**src/rtl/hart_sequencer.sv**
```systemverilog
// Multi-cycle FETCH/EXECUTE/MEM/WRITEBACK/HALT sequencer for one hart, with a shared fetch/data memory port.
// Optional: define HART_INSTRET_COUNTER_EN to add a 64-bit retired-instruction counter output (instret).
module hart_sequencer #(
    parameter int unsigned     XLEN     = 32,
    parameter logic [XLEN-1:0] RESET_PC = '0
) (
    input  logic            clk,
    input  logic            reset,
    output logic            mem_req,
    output logic            mem_we,
    output logic [XLEN-1:0] mem_addr,
    output logic [XLEN-1:0] mem_wdata,
    input  logic [XLEN-1:0] mem_rdata,
    input  logic            mem_ready,
    output logic [31:0]     instr_word,
    output logic [XLEN-1:0] pc,
    input  logic            dec_is_load,
    input  logic            dec_is_store,
    input  logic            dec_illegal,
    input  logic [4:0]      dec_rd,
    input  logic [XLEN-1:0] eff_addr,
    input  logic [XLEN-1:0] store_val,
    input  logic [XLEN-1:0] rd_out_val,
    input  logic            rd_out_enable,
    input  logic            jump_enable,
    input  logic [XLEN-1:0] jump_target_addr,
    output logic [XLEN-1:0] load_val,
    output logic            reg_we,
    output logic [4:0]      reg_waddr,
    output logic [XLEN-1:0] reg_wdata,
    output logic            retire,
    output logic            halted
`ifdef HART_INSTRET_COUNTER_EN
    ,
    output logic [63:0]     instret
`endif
);

    typedef enum logic [2:0] {
        S_FETCH,
        S_EXECUTE,
        S_MEM,
        S_WRITEBACK,
        S_HALT
    } state_t;

    state_t state;

    logic in_fetch;
    logic in_mem;
    logic in_wb;
    logic misaligned;
    logic commit;

    assign in_fetch   = (state == S_FETCH);
    assign in_mem     = (state == S_MEM);
    assign in_wb      = (state == S_WRITEBACK) && !reset;
    assign misaligned = jump_enable && (jump_target_addr[1:0] != 2'b00);
    assign commit     = in_wb && !misaligned;

    // Strobes decode straight from the state register so writeback sees the
    // load data latched on the MEM edge; reset masks them asynchronously.
    always_comb begin
        mem_req   = !reset && (in_fetch || in_mem);
        mem_we    = in_mem && dec_is_store;
        mem_addr  = in_mem ? eff_addr : pc;
        mem_wdata = in_mem ? store_val : '0;
        reg_we    = commit && rd_out_enable && (dec_rd != 5'd0);
        reg_waddr = dec_rd;
        reg_wdata = rd_out_val;
        retire    = commit;
        halted    = !reset && (state == S_HALT);
    end

    always_ff @(posedge clk or posedge reset) begin
        if (reset) begin
            state      <= S_FETCH;
            pc         <= RESET_PC;
            instr_word <= 32'h0000_0013;
            load_val   <= '0;
        end else begin
            case (state)
                S_FETCH: begin
                    if (mem_ready) begin
                        instr_word <= mem_rdata[31:0];
                        state      <= S_EXECUTE;
                    end
                end
                S_EXECUTE: begin
                    if (dec_illegal) begin
                        state <= S_HALT;
                    end else if (dec_is_load || dec_is_store) begin
                        state <= S_MEM;
                    end else begin
                        state <= S_WRITEBACK;
                    end
                end
                S_MEM: begin
                    if (mem_ready) begin
                        if (dec_is_load && !dec_is_store) begin
                            load_val <= mem_rdata;
                        end
                        state <= S_WRITEBACK;
                    end
                end
                S_WRITEBACK: begin
                    if (misaligned) begin
                        state <= S_HALT;
                    end else begin
                        pc    <= jump_enable ? jump_target_addr : pc + XLEN'(4);
                        state <= S_FETCH;
                    end
                end
                S_HALT: begin
                    state <= S_HALT;
                end
                default: begin
                    state <= S_HALT;
                end
            endcase
        end
    end

`ifdef HART_INSTRET_COUNTER_EN
    always_ff @(posedge clk or posedge reset) begin
        if (reset) begin
            instret <= '0;
        end else if (retire) begin
            instret <= instret + 64'd1;
        end
    end
`endif

endmodule

```
**config.mk**
```make
export PLATFORM = sky130hd
export DESIGN_NAME = hart_sequencer
export DESIGN_NICKNAME = d
export VERILOG_FILES = /design/src/rtl/hart_sequencer.sv
export SDC_FILE = /design/constraint.sdc
export NUM_CORES = 1
export LEC_CHECK = 0
export ABC_AREA = 0
export CAP_MARGIN = 20
export CORE_AREA = 2 2 147 149
export CTS_CLUSTER_DIAMETER = 40
export CTS_CLUSTER_SIZE = 25
export DETAILED_ROUTE_END_ITERATION = 8
export DIE_AREA = 0 0 149 151
export DONT_BUFFER_PORTS = 1
export GPL_TIMING_DRIVEN = 0
export PLACE_DENSITY = 0.5
export REMOVE_ABC_BUFFERS = 1
export SLEW_MARGIN = 10
export SYNTH_ARGS = -nofsm -noshare
export SYNTH_HDL_FRONTEND = slang
export SYNTH_SLANG_ARGS = --single-unit
```
**constraint.sdc**
```tcl
create_clock -name clk -period 7.8 [get_ports clk]
set_input_delay 1.56 -clock clk [delete_from_list [all_inputs] [get_ports clk]]
set_output_delay 1.56 -clock clk [all_outputs]
set_load 0.1 [all_outputs]
```
After elaboration in Yosys (flattened, before gate mapping)
Cells that the tools add are included.
{"block": "op_classes", "n_addsub": 1, "n_eq_ne": 6, "mux": 9, "n_bitwise": 1, "n_reduce_logical": 21}
{"operator": "$mux W32", "n": 3}
{"operator": "$add A32 B3 Y32 const B", "n": 1}
{"operator": "$mux W3", "n": 4}
{"operator": "$pmux W3 S4", "n": 1}
{"operator": "$logic_and A1 B1 Y1", "n": 9}
{"operator": "$eq A3 B2 Y1 const B", "n": 2}
{"operator": "$reduce_and A2 Y1", "n": 3}
{"operator": "$reduce_bool A5 Y1", "n": 1}
{"operator": "$ne A2 B2 Y1 const B", "n": 2}
{"operator": "$eq A3 B1 Y1 const B", "n": 1}
{"operator": "$eq A3 B3 Y1 const B", "n": 1}
{"operator": "$logic_not A1 Y1", "n": 3}
{"operator": "$logic_not A3 Y1", "n": 1}
{"operator": "$reduce_and A3 Y1", "n": 1}
{"operator": "$logic_or A1 B1 Y1", "n": 2}
{"operator": "$reduce_bool A2 Y1", "n": 1}
{"operator": "$mux W1", "n": 1}
{"operator": "$not A1 Y1", "n": 1}
{"block": "word_totals", "regBits": 99, "input_bits": 173, "out_inout_bits": 202, "word_cells": 42}

Longest topological paths before layout
{"block": "depth", "depth_word": 6, "ltp_mapped": 8}

Worst setup path after synthesis
No wires, ideal clock.
{"block": "synth_path", "kind": "input -> output", "from": "input port reset", "to": "output port halted", "arrival_ps": 4711, "required_time_ps": 6240, "setup_slack_ps": 1529, "path_stages": 1, "n_path_buf": 0, "path_cell_list": "nor4b_1"}
{"block": "synth_via", "elab_chain_len": 2}
{"item": "start, declared", "line_no": "8", "text": "input logic reset,"}
{"item": "$logic_not A1 Y1 (no line)"}
{"item": "$logic_and A1 B1 Y1", "line_no": "72", "text": "halted = !reset && (state == S_HALT);"}
{"item": "end, declared", "line_no": "32", "text": "output logic halted"}
Every way passes these cells.

Final worst setup path
{"block": "layout_path", "from": "input port jump_target_addr[0]", "to": "output port reg_we"}
{"block": "layout_via", "elab_chain_len": 6}
{"item": "start, declared", "line_no": "26", "text": "input logic [XLEN-1:0] jump_target_addr,"}
{"item": "$reduce_bool A2 Y1", "line_no": "58", "text": "assign misaligned = jump_enable && (jump_target_addr[1:0] != 2'b00);"}
{"item": "$logic_and A1 B1 Y1", "line_no": "58"}
{"item": "$logic_not A1 Y1", "line_no": "59", "text": "assign commit = in_wb && !misaligned;"}
{"item": "$logic_and A1 B1 Y1", "line_no": "59"}
{"item": "net retire", "line_no": "31", "text": "output logic retire,"}
{"item": "$logic_and A1 B1 Y1 (2 in series)", "line_no": "68", "text": "reg_we = commit && rd_out_enable && (dec_rd != 5'd0);"}
{"item": "end, declared", "line_no": "28", "text": "output logic reg_we,"}
The timed path passes the listed nets, and every way through them passes these cells.

==> metrics.txt <==
register area share after synthesis 44.3%; num ports 375; Layout Nets 659; wire length per cell 24.2 microns; Async SR Flop Fraction 100%; initial drt markers 200; Layout area overhead 8.40%; Critical Path, Cell by Cell nor2_1, o21ai_2, nor2_2, buf_16, buf_1, o311a_1; cell type with the highest aggregate area in the netlist dfrtp_1; actual slew at the worst max-slew pin 1160 ps; CP Capture Type output pin; P_leak 2.50 nW; final WL 18.5 mm; grt met3 use 10.2%; largest net degree at the start of global routing 68; Req. time, crit path 6240 ps; share of cells above drive strength 1 28.6%; Setup Viol. Count Final 0; CP Launch Type input pin; Vias 4112; max_cap viols 0; Initial Utilization 26.9%; fin crit share 70.7%; Final Skew 7.35 ps; H-tree lvl count 3; met1 Resource Use GR 19.2%; Pre-antenna DRT Iters 5; first-pass GRT wire length 26.3 mm; n_diodes 0; Sw Share 56.2%; crit path max fanout 10; Sink Count 99; CTS root buffer clkbuf_16; GP Congestion 0.799; GRT Total Usage 15.9%; Setup Fix Bufs, Post-CTS 0; Fin. Hold Viols 0; grt peak-use layer met2; top-area cell type share of the netlist area 42.9%; Post-synth EDFFs 0; leading cell type by number of instances after synthesis dfrtp_1; worst min path class reg2reg; DIE WIDTH 149 microns; WP data arrival 3960 ps; met2 usage 23.2%; CTS resizes 0; hold slack 691 ps; Post-Synthesis Cells 532; vias per std cell 5.38; internal power 0.943 mW; clk slew on worst S/H paths 70 ps; sw power 1.21 mW; status complete, no violations; share of total power in sequential cells 67.7%; Max IR drop VDD 0.327 mV; CP peak stage delay 830 ps; Setup TNS Final 0 ps; number of synthesis warnings 0; DP HPWL 14.1 mm; Final ANT Viol Nets 0; Mean Syn Cell Area 10.5 sq um; grt ovf 0; Port Buffers 0; TritonCTS buffer count 9; distinct cell type count after synthesis 57; Combinational Power Share 11.9%; CTS Buffer Depth 2; row cnt 53; clk_lat worst skew 350 ps; Main synth FF type dfrtp_1; # DRC 0; unrepaired setup endpoints after global routing no; fmax 0.181 GHz; max-slew violations 0; DP Area 0.00572 sq mm; Tmin final 5520 ps; clock share of power 20.4%; Slew Limit Headroom 22.8%; Post-synth top cells dfrtp_1 (96), mux2_2 (90), buf_4 (41), and2_1 (37), a21oi_1 (32); hold_buf cts 0; synth top area cells dfrtp_1 (43%), mux2_2 (18%), buf_4 (5.5%), and2_1 (4.1%), a21oi_1 (2.9%); synthesis-stage register bit count 99; Core ar. 0.0208 sq mm; worst-path cell with the longest stage delay nor2_1; worst setup path category in2out; vias in the first global route 4186; TritonCTS clock tree yes; Die Ht 151 microns; antenna violations before repair 1; Finished Cell Area 0.00607 sq mm; die area 0.0225 sq mm; P per Cell Area 354 mW/mm^2; Synth Cell Area 0.00560 sq mm
## layout by cell type (no fill, tap or decap), types with 2 or more instances in the layout
| cell type | count |
|---|---|
| dfrtp_1 | 96 |
| mux2_2 | 90 |
| and2_1 | 37 |
| a21oi_1 | 32 |
| nand2_1 | 23 |
| nor2_1 | 19 |
| nand3_1 | 18 |
| o21ai_0 | 17 |
| nand4_1 | 11 |
| o22ai_1 | 10 |
| mux2i_1 | 9 |
| clkbuf_16 | 9 |
| and3_1 | 8 |
| nor3_1 | 8 |
| or3_1 | 8 |
| and4_1 | 6 |
| inv_1 | 6 |
| buf_8 | 6 |
| buf_16 | 5 |
| a31o_2 | 4 |
| mux2_1 | 4 |
| o21ai_2 | 3 |
| o211ai_1 | 3 |
| clkbuf_1 | 3 |
| dfstp_2 | 3 |
| a22oi_1 | 2 |
| a32oi_1 | 2 |
| o21a_1 | 2 |
| o22a_1 | 2 |
| nor4_1 | 2 |
| a2bb2oi_1 | 2 |
| o221ai_1 | 2 |
| inv_6 | 2 |
| inv_8 | 2 |
| buf_1 | 2 |
| buf_6 | 2 |
## flip-flops by register name, summed over array words and instances (netlist names)
signal / cells
instr_word: 32
load_val: 32
pc: 32
state: 3
## area by class of cell
class | instances | area [sq um]
Clock buffer | 10 | 229
Inverter | 8 | 32.5
Timing Repair Buffer | 17 | 265
Multi-Input combinational cell | 350 | 2660
Clock inverter | 6 | 56.3
Sequential cell | 99 | 2480
Tap cell | 275 | 344
Fill cell | 2198 | 14800
## metal layers
metal | wire, microns | share of wire, % | up-vias
met5 | 95 | 0.51 | -
met4 | 268 | 1.4 | 2
met3 | 2870 | 15 | 21
met2 | 8100 | 44 | 330
met1 | 7190 | 39 | 1976
li1 | - | - | 1783
## power by group through the flow
stage	Sequential, mW	Combinational [mW]	Clock, mW
detailed placement	1.46	0.260	0
floorplan	1.43	0.222	0
global route	1.47	0.275	0.485
global placement	1.47	0.239	0
finish	1.46	0.256	0.440
CTS	1.46	0.259	0.459
## kinds of logic (layout without fill, tap and decap cells)
family | after synthesis | count (layout) | synth area share, %
AND/OR/NAND/NOR | 154 | 154 | 15.7
buffers and inverters | 83 | 41 | 8.89
adder cells (fa/ha/maj) | 1 | 1 | 0.223
flip-flops | 99 | 99 | 44.3
AO/OA/AOI/OAI | 92 | 92 | 10.4
multiplexers | 103 | 103 | 20.5
## per-stage QoR
stage | worst slack, ps | util, % | power, mW | std cells
2_1_floorplan | 1530 | - | 1.66 | 457
3_3_place_gp | 377 | 26.3 | 1.70 | 732
3_5_place_dp | 2230 | 27.5 | 1.72 | 745
4_1_cts | 2220 | 28.9 | 2.18 | 761
5_1_grt | 2170 | 29.2 | 2.24 | 765
6_report | 2280 | 29.2 | 2.15 | 765
## critical path, delay by kind of cell
kind / cells / cell delay, ps
and+or+nand+nor: 2 / 1050
AOI/OAI and AO/OA: 2 / 1030
buffers and inverters: 2 / 310
## worst paths after layout
path                                     startpoint       endpoint  slack [ps]  cells after the start
worst max-delay path            jump_target_addr[0]         reg_we        2280                      6
worst min-delay path                       state[2]       state[0]         690                      1
worst max register to register                pc[7]         pc[29]        4610                      5
worst min register to register             state[2]       state[0]         690                      1
max in group asynchronous                     reset  instr_word[1]        5950                      2
min in group asynchronous                     reset          pc[1]        1120                      1
Note: power is estimated with default switching activity, not from simulation.
